==> config.mk <==
export PLATFORM = sky130hd
export DESIGN_NAME = mixcolumns_seq
export DESIGN_NICKNAME = d
export VERILOG_FILES = /design/src/rtl/mixcolumns_seq.sv
export SDC_FILE = /design/constraint.sdc
export NUM_CORES = 1
export LEC_CHECK = 0
export CORE_UTILIZATION = 40
export CTS_BUF_LIST = sky130_fd_sc_hd__clkbuf_2
export DETAILED_ROUTE_END_ITERATION = 7
export GPL_TIMING_DRIVEN = 0
export PLACE_DENSITY = 0.71
export SYNTH_ARGS = -nofsm -noshare
export SYNTH_HDL_FRONTEND = slang
export SYNTH_SLANG_ARGS = --single-unit
==> constraint.sdc <==
create_clock -name clk -period 4.23 [get_ports clk]
set_input_delay 0.423 -clock clk [delete_from_list [all_inputs] [get_ports clk]]
set_output_delay 0.423 -clock clk [all_outputs]
set_load 0.01 [all_outputs]
==> src/rtl/mixcolumns_seq.sv <==
// mixcolumns_seq: iterative AES MixColumns, one column per cycle through a shared column unit, per-block bypass.
// Latency: accept->out_valid is 4 cycles for a mixed block, 0 extra cycles for a bypassed block.
// Backpressure: one block in flight; DONE holds out_state/out_valid until out_ready, in_ready only in IDLE.
//
// Ports:
//   clk, reset           rising-edge clock, asynchronous active-high reset
//   in_valid/in_ready    input handshake; in_state (128b, byte 0 in [127:120]) and in_bypass sampled on accept
//   out_valid/out_ready  output handshake; out_state is the internal state register
//   busy, col_idx        RUN indicator and column currently in the column unit (0 outside RUN)

// transformColumn: one AES MixColumns column in GF(2^8) mod 0x11B.
// Latency: purely combinational.
// Backpressure: none, no state.
module transformColumn (
    input  logic [7:0] in0,
    input  logic [7:0] in1,
    input  logic [7:0] in2,
    input  logic [7:0] in3,
    output logic [7:0] out0,
    output logic [7:0] out1,
    output logic [7:0] out2,
    output logic [7:0] out3
);

    // Multiply by x in GF(2^8); fold the overflow bit back with 0x1B.
    function automatic logic [7:0] xtime(input logic [7:0] b);
        return {b[6:0], 1'b0} ^ (b[7] ? 8'h1b : 8'h00);
    endfunction

    logic [7:0] d0, d1, d2, d3;

    always_comb begin
        d0 = xtime(in0);
        d1 = xtime(in1);
        d2 = xtime(in2);
        d3 = xtime(in3);
        // 3*v is computed as 2*v ^ v.
        out0 = d0 ^ (d1 ^ in1) ^ in2 ^ in3;
        out1 = in0 ^ d1 ^ (d2 ^ in2) ^ in3;
        out2 = in0 ^ in1 ^ d2 ^ (d3 ^ in3);
        out3 = (d0 ^ in0) ^ in1 ^ in2 ^ d3;
    end

endmodule

module mixcolumns_seq #(
    parameter logic BYPASS_EN = 1'b1
) (
    input  logic         clk,
    input  logic         reset,
    input  logic         in_valid,
    output logic         in_ready,
    input  logic [127:0] in_state,
    input  logic         in_bypass,
    output logic         out_valid,
    input  logic         out_ready,
    output logic [127:0] out_state,
    output logic         busy,
    output logic [1:0]   col_idx
);

    typedef enum logic [1:0] {
        IDLE = 2'd0,
        RUN  = 2'd1,
        DONE = 2'd2
    } state_t;

    state_t       state_q;
    state_t       state_d;
    logic [1:0]   col;
    logic [127:0] st;
    logic         byp;

    logic [31:0]  col_word;
    logic [31:0]  mix_word;
    logic         accept;
    logic         mix_en;

    // ------------------------------------------------------------------
    // FSM: state register
    // ------------------------------------------------------------------
    always_ff @(posedge clk or posedge reset) begin
        if (reset) begin
            state_q <= IDLE;
        end else begin
            state_q <= state_d;
        end
    end

    // ------------------------------------------------------------------
    // FSM: next state and decoded outputs (outputs depend on state only)
    // ------------------------------------------------------------------
    always_comb begin
        state_d   = state_q;
        in_ready  = 1'b0;
        out_valid = 1'b0;
        busy      = 1'b0;
        col_idx   = 2'd0;
        case (state_q)
            IDLE: begin
                in_ready = 1'b1;
                if (in_valid) begin
                    state_d = (in_bypass && BYPASS_EN) ? DONE : RUN;
                end
            end
            RUN: begin
                busy    = 1'b1;
                col_idx = col;
                if (col == 2'd3) begin
                    state_d = DONE;
                end
            end
            DONE: begin
                out_valid = 1'b1;
                if (out_ready) begin
                    state_d = IDLE;
                end
            end
            default: begin
                state_d = IDLE;
            end
        endcase
    end

    assign accept = (state_q == IDLE) && in_valid;
    // A bypassed block never enters RUN; qualifying with byp keeps the
    // datapath from touching a block that was flagged pass-through.
    assign mix_en = (state_q == RUN) && !byp;

    // ------------------------------------------------------------------
    // Column select: column c occupies bytes 4c..4c+3, row 0 in the MSB.
    // ------------------------------------------------------------------
    always_comb begin
        col_word = st[127:96];
        case (col)
            2'd0:    col_word = st[127:96];
            2'd1:    col_word = st[95:64];
            2'd2:    col_word = st[63:32];
            2'd3:    col_word = st[31:0];
            default: col_word = st[127:96];
        endcase
    end

    transformColumn u_col (
        .in0  (col_word[31:24]),
        .in1  (col_word[23:16]),
        .in2  (col_word[15:8]),
        .in3  (col_word[7:0]),
        .out0 (mix_word[31:24]),
        .out1 (mix_word[23:16]),
        .out2 (mix_word[15:8]),
        .out3 (mix_word[7:0])
    );

    // ------------------------------------------------------------------
    // State register, column counter, bypass flag
    // ------------------------------------------------------------------
    always_ff @(posedge clk or posedge reset) begin
        if (reset) begin
            st  <= 128'd0;
            col <= 2'd0;
            byp <= 1'b0;
        end else if (accept) begin
            st  <= in_state;
            col <= 2'd0;
            byp <= in_bypass & BYPASS_EN;
        end else if (mix_en) begin
            case (col)
                2'd0:    st[127:96] <= mix_word;
                2'd1:    st[95:64]  <= mix_word;
                2'd2:    st[63:32]  <= mix_word;
                2'd3:    st[31:0]   <= mix_word;
                default: st[127:96] <= mix_word;
            endcase
            // Wraps to 0 after the last column.
            col <= col + 2'd1;
        end
    end

    assign out_state = st;

endmodule

==> results.py <==
metrics = {
    "clocking": {
        "cts_made_buffers": 17,
        "clk_latency_ps": 800,
        "htree_levels": 4,
        "clk_path_buf_depth": 2,
        "clk_pin_slew_ps": 240,
        "cts_setup_buffers": 0,
        "cts-root-buf": "clkbuf_2",
        "numClockSinks": 133,
        "cts_tree": "yes",
    },
    "logic_synthesis": {
        "synth_top_area_share_pct": 41.36,
        "synthTopCellsByArea": "dfrtp_1, xnor2_1, a222oi_1",
        "ys_ff_latch": 133,
        "yosys-top-cells-count": "xnor2_1, o21ai_0, dfrtp_1, a22oi_1, a222oi_1",
        "synth_simple_gate_area_share_pct": 4.245,
        "yosys.area.top_type": "dfrtp_1",
        "muxShareOfSynthArea_pct": 1.042,
        "synthXorXnorAreaFrac_pct": 21.16,
        "yosys_most_used_dff": "dfrtp_1",
        "yosysWarnings": 0,
        "avgSynthCellArea_sq_um": 9.873,
        "synth_compound_area_share_pct": 27.55,
        "ys_async_sr_fraction_pct": 100.0,
        "synthAdderAreaFrac_pct": 0.7775,
        "ys_types": 32,
        "ys_seq_area_share_pct": 41.36,
        "syn_inst": 815,
        "synth_edf_count": 0,
        "synth_top_family_by_area": "compound AO/OA/AOI/OAI gates",
        "syn_area_sq_mm": 0.008046,
        "synth_most_common_cell": "xnor2_1",
        "syn-num-nets": 953,
    },
    "routing": {
        "num_vias": 8618,
        "drtIter0Drc": 1498,
        "drc_errors": 0,
        "viasPerCell": 6.245,
        "wl_per_cell_um": 25.79,
        "wl_mm": 35.59,
        "drt-pass1-iter-count": 8,
        "drtAntennaViolNets": 0,
    },
    "sta": {
        "max_freq_mhz": 248.6,
        "worst_pin_slew_ps": 1294,
        "fin_crit_sh_pct": 95.09,
        "slew_headroom_pct": 13.74,
        "hold_viol": 0,
        "fin_skew_ps": 41.64,
        "fin_crit_ps": 4022,
        "slew_viol_final": 0,
        "finalSetupViolations": 0,
        "layout_setup_ws_ps": 207.8,
        "rsz0062_at_grt": "no",
    },
    "layout": {
        "fin_nets": 1239,
        "area_growth_pct": 40.74,
        "fill_cells": 1803,
        "final_layout_size_suffix_gt1_share_pct": 3.950,
    },
    "setup_path": {
        "r2r_cells": 9,
        "critPathKind": "flip-flop to flip-flop",
        "crit_fanout": 10,
        "rr_startpoint": "col[0]",
        "rr_endpoint": "out_state[88]",
        "rrSetupSlack_ps": 210,
        "crit_arrival_ps": 4660,
        "cp-start-kind": "flip-flop",
        "required_ps": 4870,
        "end_kind": "flip-flop",
    },
    "die": {
        "initial_core_util_pct": 41.07,
        "core-area_sq_mm": 0.01959,
        "die_h_um": 143.8,
        "placementRows": 51,
        "die_x_um": 143.8,
        "die_area_sq_mm": 0.02069,
        "ios": 266,
    },
    "min_path": {
        "min_to": "out_state[122]",
        "hp-class": "input port to flip-flop",
        "min_path_cells": 3,
        "min-delay-start": "in_state[122]",
    },
    "place": {
        "routabilityCongestion": 0.9298,
        "dp_hpwl_mm": 27.24,
        "dpl_worst_slack_ps": 401.3,
        "numPortBuffers": 265,
    },
    "outcome": {
        "status": "completed",
    },
    "grt": {
        "gr-usage-all-layers_pct": 34.34,
        "antenna_found_initial": 2,
        "overflow": 0,
        "grt_max_degree": 99,
        "first_global_vias": 8331,
        "grt_pass1_wl_mm": 51.15,
    },
    "job": {
        "drv_cap": 0,
    },
}
through the flow:
| step | TNS, ps | std cells | hold slack, ps | utilization, % | cell area [sq um] |
|---|---|---|---|---|---|
| final | 0 | 1380 | 229.3 | 57.81 | 11320 |
| after global placement | -221350 | 1345 | 493.6 | 56.31 | 11030 |
| after floorplan | 0 | 815 | 513.8 | - | 8046 |
| after CTS | 0 | 1379 | 218.8 | 57.80 | 11320 |
| after global routing | 0 | 1380 | 222.9 | 57.81 | 11320 |
| after detailed placement | 0 | 1346 | 528.0 | 56.47 | 11060 |
final cells by class:
| class | instances | area, sq um | share of cell area [%] |
|---|---|---|---|
| multi-input combinational | 603 | 4408 | 38.92 |
| sequential | 133 | 3328 | 29.39 |
| timing repair buffer | 267 | 2690 | 23.75 |
| tap | 265 | 331.6 | 2.928 |
| buffer | 74 | 291.5 | 2.574 |
| clock inverter | 15 | 163.9 | 1.447 |
| clock buffer | 17 | 85.08 | 0.7513 |
| inverter | 5 | 23.77 | 0.2099 |
| antenna | 1 | 2.502 | 0.02210 |
what timing repair did:
| action | 4_1_cts | 5_1_grt |
|---|---|---|
| resized for setup | 0 | 0 |
| hold endpoints to repair | 30 | 0 |
| endpoints found under the setup margin | 0 | 0 |
| hold buffers | 1 | 0 |
logic make-up after synthesis:
kind of cell,Yosys count
muxes,8
AOI/OAI and AO/OA,320
DFF,133
buffers and inverters,79
adders and majority gates,5
xor gates and xnor gates,192
and+or+nand+nor,78
registers in the layout (all words and copies together), names as in the netlist:
name,cells
state_q,2
out_state,128
byp,1
col,2
routing by layer:
layer / vias up / share of wire, % / global-route usage, %
li1: 3648 / - / -
met1: 4136 / 38 / 44.81
met2: 733 / 45 / 53.50
met3: 101 / 14 / 9.963
met4: 0 / 3.7 / 13.05
met5: - / 0 / 0
cells in the final DEF (no fill, tap or decap), drive strengths merged:
master         instances
a211oi                 1
a21o                   6
a21oi                  8
a222oi                76
a22oi                 84
and2                   2
buf                    8
bufinv                 3
clkbuf                84
clkdlybuf4s50        265
clkinv                10
clkinvlp               3
dfrtp                133
diode                  1
dlygate4sd3            1
ha                     5
inv                    4
mux2                   3
mux2i                  5
nand2                 41
nand2b                 7
nand3b                 4
nor2                  19
nor2b                  1
nor3                   1
o21ai                143
o22ai                  1
o31ai                  1
or3                    3
xnor2                144
xnor3                  1
xor2                  47
critical path, cell delays in order, from the launching register on:
cell and delay (ps):
dfrtp_1 480, ha_1 220, buf_2 210, clkbuf_1 380, a222oi_1 890, xor2_1 320
xnor2_1 130, and2_1 200, o31ai_1 830, o21ai_0 220
how the worst max path moves through the flow:
stage,from,end,slack (ps),cells past startpoint
2_1_floorplan,reset,byp,250,1
3_3_place_gp,reset,out_state[89],-1680,2
3_5_place_dp,col[0],out_state[88],400,9
4_1_cts,col[0],out_state[88],370,9
5_1_grt,col[0],out_state[120],120,10
6_report,col[0],out_state[88],210,9
Power is not shown: default switching activity piles up to over one toggle a cycle in this logic, so the estimate is an artifact.
